### config.mk
export PLATFORM = sky130hd
export DESIGN_NAME = mem_port_arbiter_flat
export DESIGN_NICKNAME = d
export VERILOG_FILES = /design/src/rtl/mem_port_arbiter_if.sv /design/src/rtl/mem_port_arbiter.sv /design/src/flat_wrapper.sv
export SDC_FILE = /design/constraint.sdc
export NUM_CORES = 1
export LEC_CHECK = 0
export CAP_MARGIN = 20
export CORE_UTILIZATION = 30
export CTS_CLUSTER_DIAMETER = 30
export DETAILED_ROUTE_END_ITERATION = 16
export HOLD_SLACK_MARGIN = 0.05
export PLACE_DENSITY = 0.69
export SLEW_MARGIN = 25
export SYNTH_ARGS = -nofsm -noshare
export SYNTH_HDL_FRONTEND = slang
export SYNTH_SLANG_ARGS = --single-unit
### constraint.sdc
create_clock -name clk -period 2.4 [get_ports clk]
set_clock_uncertainty 0.2 [all_clocks]
set_input_delay 0.24 -clock clk [delete_from_list [all_inputs] [get_ports clk]]
set_output_delay 0.24 -clock clk [all_outputs]
set_load 0.01 [all_outputs]
### src/rtl/mem_port_arbiter_if.sv
// Signal bundle between the LC-3b core's IF/MEM ports, the arbiter and the single physical memory port.
// The slave modport is the arbiter's view. The master modport is the surrounding core plus memory.
interface mem_port_arbiter_if #(
    parameter int DATA_WIDTH = 16,
    parameter int ADDR_WIDTH = 16
);
    logic [ADDR_WIDTH-1:0] if_memaddr;
    logic                  if_memread;
    logic [1:0]            if_mem_byte_enable;
    logic                  if_mem_resp;
    logic [DATA_WIDTH-1:0] if_mem_rdata;

    logic [ADDR_WIDTH-1:0] mem_memaddr;
    logic                  mem_memread;
    logic                  mem_memwrite;
    logic [DATA_WIDTH-1:0] mem_mem_wdata;
    logic [1:0]            mem_mem_byte_enable;
    logic                  mem_mem_resp;
    logic [DATA_WIDTH-1:0] mem_mem_rdata;

    logic [ADDR_WIDTH-1:0] pmem_address;
    logic                  pmem_read;
    logic                  pmem_write;
    logic [DATA_WIDTH-1:0] pmem_wdata;
    logic [1:0]            pmem_byte_enable;
    logic                  pmem_resp;
    logic [DATA_WIDTH-1:0] pmem_rdata;

    modport slave (
        input  if_memaddr, if_memread, if_mem_byte_enable,
        input  mem_memaddr, mem_memread, mem_memwrite, mem_mem_wdata, mem_mem_byte_enable,
        input  pmem_resp, pmem_rdata,
        output if_mem_resp, if_mem_rdata, mem_mem_resp, mem_mem_rdata,
        output pmem_address, pmem_read, pmem_write, pmem_wdata, pmem_byte_enable
    );

    modport master (
        output if_memaddr, if_memread, if_mem_byte_enable,
        output mem_memaddr, mem_memread, mem_memwrite, mem_mem_wdata, mem_mem_byte_enable,
        output pmem_resp, pmem_rdata,
        input  if_mem_resp, if_mem_rdata, mem_mem_resp, mem_mem_rdata,
        input  pmem_address, pmem_read, pmem_write, pmem_wdata, pmem_byte_enable
    );
endinterface

### src/rtl/mem_port_arbiter.sv
// Merges the LC-3b IF and MEM ports onto one physical memory port, one transaction at a time.
// MEM has priority, and a saturating starvation counter forces an IF grant after STARVE_LIMIT MEM grants.
module mem_port_arbiter #(
    parameter int DATA_WIDTH   = 16,
    parameter int ADDR_WIDTH   = 16,
    parameter int STARVE_LIMIT = 4
) (
    input  logic                  clk,
    input  logic                  reset,
    mem_port_arbiter_if.slave     bus
);
    typedef enum logic [1:0] {
        ST_IDLE      = 2'd0,
        ST_SERVE_IF  = 2'd1,
        ST_SERVE_MEM = 2'd2
    } state_t;

    state_t                r_state;
    logic [3:0]            r_starve_cnt;
    logic [ADDR_WIDTH-1:0] r_pmem_address;
    logic                  r_pmem_read;
    logic                  r_pmem_write;
    logic [DATA_WIDTH-1:0] r_pmem_wdata;
    logic [1:0]            r_pmem_byte_enable;

    logic w_mem_req;
    logic w_if_req;
    logic w_starved;
    logic w_if_wins;

    assign w_mem_req = bus.mem_memread | bus.mem_memwrite;
    assign w_if_req  = bus.if_memread;
    assign w_starved = (r_starve_cnt >= 4'(STARVE_LIMIT));
    assign w_if_wins = w_if_req & (~w_mem_req | w_starved);

    always_ff @(posedge clk or posedge reset) begin
        if (reset) begin
            r_state            <= ST_IDLE;
            r_starve_cnt       <= '0;
            r_pmem_address     <= '0;
            r_pmem_read        <= 1'b0;
            r_pmem_write       <= 1'b0;
            r_pmem_wdata       <= '0;
            r_pmem_byte_enable <= '0;
        end else begin
            case (r_state)
                ST_IDLE: begin
                    if (w_if_wins) begin
                        r_state            <= ST_SERVE_IF;
                        r_starve_cnt       <= '0;
                        r_pmem_address     <= bus.if_memaddr;
                        r_pmem_byte_enable <= bus.if_mem_byte_enable;
                        r_pmem_read        <= 1'b1;
                        r_pmem_write       <= 1'b0;
                    end else if (w_mem_req) begin
                        r_state            <= ST_SERVE_MEM;
                        r_pmem_address     <= bus.mem_memaddr;
                        r_pmem_byte_enable <= bus.mem_mem_byte_enable;
                        r_pmem_wdata       <= bus.mem_mem_wdata;
                        // read+write together is illegal and resolves to a write
                        r_pmem_write       <= bus.mem_memwrite;
                        r_pmem_read        <= ~bus.mem_memwrite;
                        if (!w_if_req)
                            r_starve_cnt <= '0;
                        else if (r_starve_cnt != 4'hF)
                            r_starve_cnt <= r_starve_cnt + 4'd1;
                    end
                end
                ST_SERVE_IF, ST_SERVE_MEM: begin
                    if (bus.pmem_resp) begin
                        r_state      <= ST_IDLE;
                        r_pmem_read  <= 1'b0;
                        r_pmem_write <= 1'b0;
                    end
                end
                default: r_state <= ST_IDLE;
            endcase
        end
    end

    assign bus.pmem_address     = r_pmem_address;
    assign bus.pmem_read        = r_pmem_read;
    assign bus.pmem_write       = r_pmem_write;
    assign bus.pmem_wdata       = r_pmem_wdata;
    assign bus.pmem_byte_enable = r_pmem_byte_enable;

    assign bus.if_mem_resp   = (r_state == ST_SERVE_IF)  & bus.pmem_resp;
    assign bus.mem_mem_resp  = (r_state == ST_SERVE_MEM) & bus.pmem_resp;
    assign bus.if_mem_rdata  = bus.pmem_rdata;
    assign bus.mem_mem_rdata = bus.pmem_rdata;
endmodule
### src/flat_wrapper.sv
// flat-port wrapper written by rule: the top's interface ports become plain ports
module mem_port_arbiter_flat 
#(
    parameter int DATA_WIDTH   = 16,
    parameter int ADDR_WIDTH   = 16,
    parameter int STARVE_LIMIT = 4
)
  (clk, reset, bus_if_memaddr, bus_if_memread, bus_if_mem_byte_enable, bus_mem_memaddr, bus_mem_memread, bus_mem_memwrite, bus_mem_mem_wdata, bus_mem_mem_byte_enable, bus_pmem_resp, bus_pmem_rdata, bus_if_mem_resp, bus_if_mem_rdata, bus_mem_mem_resp, bus_mem_mem_rdata, bus_pmem_address, bus_pmem_read, bus_pmem_write, bus_pmem_wdata, bus_pmem_byte_enable);
  mem_port_arbiter_if #(.DATA_WIDTH(DATA_WIDTH), .ADDR_WIDTH(ADDR_WIDTH)) bus_i ();
  input  logic clk;
  input  logic reset;
  input wire logic [$bits(bus_i.if_memaddr)-1:0] bus_if_memaddr;
  input wire logic [$bits(bus_i.if_memread)-1:0] bus_if_memread;
  input wire logic [$bits(bus_i.if_mem_byte_enable)-1:0] bus_if_mem_byte_enable;
  input wire logic [$bits(bus_i.mem_memaddr)-1:0] bus_mem_memaddr;
  input wire logic [$bits(bus_i.mem_memread)-1:0] bus_mem_memread;
  input wire logic [$bits(bus_i.mem_memwrite)-1:0] bus_mem_memwrite;
  input wire logic [$bits(bus_i.mem_mem_wdata)-1:0] bus_mem_mem_wdata;
  input wire logic [$bits(bus_i.mem_mem_byte_enable)-1:0] bus_mem_mem_byte_enable;
  input wire logic [$bits(bus_i.pmem_resp)-1:0] bus_pmem_resp;
  input wire logic [$bits(bus_i.pmem_rdata)-1:0] bus_pmem_rdata;
  output wire logic [$bits(bus_i.if_mem_resp)-1:0] bus_if_mem_resp;
  output wire logic [$bits(bus_i.if_mem_rdata)-1:0] bus_if_mem_rdata;
  output wire logic [$bits(bus_i.mem_mem_resp)-1:0] bus_mem_mem_resp;
  output wire logic [$bits(bus_i.mem_mem_rdata)-1:0] bus_mem_mem_rdata;
  output wire logic [$bits(bus_i.pmem_address)-1:0] bus_pmem_address;
  output wire logic [$bits(bus_i.pmem_read)-1:0] bus_pmem_read;
  output wire logic [$bits(bus_i.pmem_write)-1:0] bus_pmem_write;
  output wire logic [$bits(bus_i.pmem_wdata)-1:0] bus_pmem_wdata;
  output wire logic [$bits(bus_i.pmem_byte_enable)-1:0] bus_pmem_byte_enable;
  assign bus_i.if_memaddr = bus_if_memaddr;
  assign bus_i.if_memread = bus_if_memread;
  assign bus_i.if_mem_byte_enable = bus_if_mem_byte_enable;
  assign bus_i.mem_memaddr = bus_mem_memaddr;
  assign bus_i.mem_memread = bus_mem_memread;
  assign bus_i.mem_memwrite = bus_mem_memwrite;
  assign bus_i.mem_mem_wdata = bus_mem_mem_wdata;
  assign bus_i.mem_mem_byte_enable = bus_mem_mem_byte_enable;
  assign bus_i.pmem_resp = bus_pmem_resp;
  assign bus_i.pmem_rdata = bus_pmem_rdata;
  assign bus_if_mem_resp = bus_i.if_mem_resp;
  assign bus_if_mem_rdata = bus_i.if_mem_rdata;
  assign bus_mem_mem_resp = bus_i.mem_mem_resp;
  assign bus_mem_mem_rdata = bus_i.mem_mem_rdata;
  assign bus_pmem_address = bus_i.pmem_address;
  assign bus_pmem_read = bus_i.pmem_read;
  assign bus_pmem_write = bus_i.pmem_write;
  assign bus_pmem_wdata = bus_i.pmem_wdata;
  assign bus_pmem_byte_enable = bus_i.pmem_byte_enable;
  mem_port_arbiter #(.DATA_WIDTH(DATA_WIDTH), .ADDR_WIDTH(ADDR_WIDTH), .STARVE_LIMIT(STARVE_LIMIT)) u_core (.clk(clk), .reset(reset), .bus(bus_i));
endmodule
==> results.py <==
metrics = {
    "setup_path": {
        "setup.worst_path.end_class": "output port",
        "cpMaxStageDelayCell": "sky130_fd_sc_hd__clkdlybuf4s50_1",
        "cpPeakStageDelay_ns": 0.52,
        "rr_endpoint": "u_core.bus.pmem_address[10]$_DFFE_PP0P_",
        "worst_ep_arrival_time_ns": 1.56,
        "cpLargestDelayFamily": "buffers and inverters",
        "critical_path.max_fanout": 4,
        "path_buf_inv": 2,
        "r2r.worst_path.cells": 6,
        "r2r_start": "u_core.r_state[0]$_DFFE_PP0P_",
        "critPathKind": "reg -> out",
        "critPathLaunchType": "register",
        "regToRegSetupSlack_ns": 0.42,
        "worstPathRequired_ns": 1.96,
        "cp_cell_sequence": "inv_1 -> ha_1 -> and2_1 -> clkdlybuf4s50_1",
    },
    "synthesis": {
        "yosys.cell_types.count": 26,
        "largest_family_of_logic_cells_by_synthesized_area": "multiplexers",
        "synth_largest_type_area_fraction_pct": 48.5,
        "mappedNetlistNets": 270,
        "postSynthRegisterBits": 42,
        "synth-compound-area-share_pct": 7.91,
        "top_cells_by_area_in_the_synthesized_netlist": "sky130_fd_sc_hd__dfrtp_1, sky130_fd_sc_hd__buf_4, sky130_fd_sc_hd__mux2i_1, sky130_fd_sc_hd__mux2_4, sky130_fd_sc_hd__a21oi_1",
        "synth-warning-count": 0,
        "synth.avg_cell_area_sq_um": 11.3,
        "synth-adder-area-share_pct": 2.89,
        "synthesis.instances": 191,
        "combined_area_of_all_synthesized_cells_sq_um": 2170,
        "post_synth_mux_area_share_pct": 18.8,
        "xor_and_xnor_fraction_of_the_mapped_netlist_area_pct": 0,
        "synth-seq-area-share_pct": 48.5,
        "yosys.area_share.simple_pct": 6.93,
        "synth_top_area_cell": "sky130_fd_sc_hd__dfrtp_1",
    },
    "clock_tree": {
        "clk_latency_ns": 0.28,
        "cts_setup_buffers": 0,
        "cts_tree": "built",
        "number_of_buffers_on_the_longest_clock_path": 2,
        "cts_num_sinks": 42,
        "ctsResizeCount": 0,
        "worst_setup_hold_path_clk_slew_ns": 0.07,
        "clk_root_buffer_cell": "sky130_fd_sc_hd__clkbuf_8",
        "ctsHtreeMaxLevel": 2,
        "cts_inserted_buffers": 5,
        "hold_buffers": 0,
    },
    "final_layout": {
        "fillerInstances": 637,
        "area.growth.synth_to_final_pct": 42.2,
        "finish.utilization_pct": 44.8,
        "layout.nets": 337,
        "most-common-layout-cells": "sky130_fd_sc_hd__clkdlybuf4s50_1, sky130_fd_sc_hd__dfrtp_1, sky130_fd_sc_hd__nor2_1",
        "total_area_of_multi_input_combinational_cells_sq_um": 801,
        "commonest_non_fill_non_tap_cell_in_the_layout": "sky130_fd_sc_hd__clkdlybuf4s50_1",
        "drive_gt1_share_pct": 11.2,
        "diode_insertion_count_for_antenna_repair": 0,
        "regArea_sq_um": 1050,
    },
    "pwr": {
        "ir_drop_uv": 525,
        "finalPower_mw": 3.46,
        "p_per_area_nw_per_um2": 1120,
        "power_leakage_nw": 1.38,
    },
    "floorplanning": {
        "die_h_um": 87.0,
        "initial_utilization_pct": 31.5,
        "ios": 144,
        "floorplan.die_area_sq_um": 7560,
        "die_w_um": 87.0,
        "coreArea_sq_um": 6870,
        "placement_rows": 30,
    },
    "route": {
        "wl_per_cell_um": 12.9,
        "detail_route.iter0.violations": 51,
        "final_antenna_net_count": 0,
        "pre_repair_dr_iteration_count": 4,
        "dr_wl_met3_um": 398,
        "met2RoutedLength_um": 2250,
        "route.vias.total": 1536,
        "maxUsedRoutingLayer": "met4",
        "detail_route.wirelength_um": 4560,
        "wl_met1_um": 1840,
        "remaining_drc_errors": 0,
        "drt-vias-per-instance": 4.34,
    },
    "grt": {
        "groute.usage.overall_pct": 12.6,
        "first_global_vias": 1581,
        "grt_start_max_net_pins": 43,
        "global_route_wire_length_before_repair_um": 7300,
        "grt_remaining_overflow": 0,
        "initial_antenna_violation_count": 0,
    },
    "timing": {
        "max_freq_mhz": 501,
        "post-route-worst-setup-slack_ns": 0.404,
        "rsz0062_at_grt": "false",
        "post-route-period-util_pct": 83.2,
        "maxSlewViolCount": 0,
        "tns_ns": 0,
        "final-setup-viol-count": 0,
        "relSlewSlack_pct": 64.3,
        "hold_violations": 0,
        "final.min_clock_period_ns": 2.00,
        "max_slew.worst_pin.slew_ns": 0.536,
    },
    "min_path": {
        "hold_path.class": "in -> async",
    },
    "placement": {
        "hpwl_um": 3390,
        "gpl.final_weighted_congestion": 0.737,
        "detailedPlace.worstSlack_ns": 0.240,
        "port_buffers": 95,
    },
    "run_status": {
        "run_status": "finished clean",
    },
    "job": {
        "drv_cap": 0,
    },
}
## metrics by stage
stage                     cell area [sq um]  std cells  hold WS, ns
after CTS                              3080        354        0.216
after global routing                   3080        354        0.259
after global placement                 3000        347        0.267
after floorplan                        2170        191        0.174
after detailed placement               3000        347        0.280
final                                  3080        354        0.191
## cell families after synthesis
| logic type | count (synthesis) |
|---|---|
| buffers and inverters | 47 |
| AND/OR/NAND/NOR | 34 |
| AO/OA/AOI/OAI | 28 |
| flip-flops | 42 |
| multiplexers | 35 |
| adder cells (fa/ha/maj) | 5 |
## cell usage after synthesis
library cell	n
sky130_fd_sc_hd__nor2_1	21
sky130_fd_sc_hd__o22ai_1	1
sky130_fd_sc_hd__buf_6	2
sky130_fd_sc_hd__o31a_1	1
sky130_fd_sc_hd__nand3_1	1
sky130_fd_sc_hd__buf_4	34
sky130_fd_sc_hd__and2_1	2
sky130_fd_sc_hd__dfrtp_1	42
sky130_fd_sc_hd__buf_2	3
sky130_fd_sc_hd__mux2_2	6
sky130_fd_sc_hd__ha_1	5
sky130_fd_sc_hd__clkbuf_1	2
sky130_fd_sc_hd__nand2_1	5
sky130_fd_sc_hd__a21oi_1	20
sky130_fd_sc_hd__nand2b_1	1
sky130_fd_sc_hd__and3b_1	1
sky130_fd_sc_hd__mux2i_1	19
sky130_fd_sc_hd__inv_1	6
sky130_fd_sc_hd__o21ai_1	1
sky130_fd_sc_hd__a32o_1	3
sky130_fd_sc_hd__nor2b_1	1
sky130_fd_sc_hd__o2bb2ai_1	1
sky130_fd_sc_hd__nor3_1	1
sky130_fd_sc_hd__o31ai_2	1
sky130_fd_sc_hd__mux2_4	10
sky130_fd_sc_hd__nor4b_1	1
## worst register-to-register path, delay by kind of cell (launching register included)
| family | cells | cell delay [ns] |
|---|---|---|
| AO/OA/AOI/OAI | 2 | 0.61 |
| flip-flops | 1 | 0.42 |
| buffers and inverters | 2 | 0.38 |
| adder cells (fa/ha/maj) | 1 | 0.22 |
| AND/OR/NAND/NOR | 1 | 0.06 |
## cell type report
class | instances | share of cell area (%)
clock buffers | 7 | 2.48
repair buffers | 101 | 32.8
multi-input cells | 102 | 26.0
well taps | 96 | 3.90
flip-flops and latches | 42 | 34.1
inverters | 6 | 0.731
## report_power, final
| group | internal [mW] | switching, mW | total [mW] |
|---|---|---|---|
| Sequential | 1.05 | 0.192 | 1.24 |
| Clock | 0.200 | 0.218 | 0.419 |
| Combinational | 1.07 | 0.729 | 1.80 |
| Total | 2.32 | 1.14 | 3.46 |
## layer usage
| layer | track usage [%] | vias to the layer above |
|---|---|---|
| met3 | 3.79 | 12 |
| li1 | - | 746 |
| met1 | 13.6 | 716 |
| met5 | 0 | - |
| met4 | 5.30 | 0 |
| met2 | 22.7 | 62 |
## worst max path at each step
stage                             startpoint                                    endpoint  slack [ns]  cells after the start
2_1_floorplan  u_core.r_state[0]$_DFFE_PP0P_        u_core.bus.pmem_wdata[0]$_DFFE_PP0P_        0.68                      6
3_3_place_gp                  bus_if_memread  u_core.bus.pmem_byte_enable[1]$_DFFE_PP0P_        0.29                      5
3_5_place_dp                  bus_if_memread     u_core.bus.pmem_address[10]$_DFFE_PP0P_        0.24                      5
4_1_cts        u_core.r_state[0]$_DFFE_PP0P_     u_core.bus.pmem_address[10]$_DFFE_PP0P_        0.38                      6
5_1_grt        u_core.r_state[0]$_DFFE_PP0P_     u_core.bus.pmem_address[10]$_DFFE_PP0P_        0.26                      6
6_report       u_core.r_state[1]$_DFFE_PP0P_                             bus_if_mem_resp        0.40                      4
## registers in the layout (all words and copies together) (netlist names)
signal and flops:
u_core.r_state 2, u_core.bus.pmem_wdata 16, u_core.bus.pmem_write 1, u_core.bus.pmem_byte_enable 2
u_core.bus.pmem_address 16, u_core.bus.pmem_read 1, u_core.r_starve_cnt 4
No activity file was read; power rests on OpenSTA's default activity.
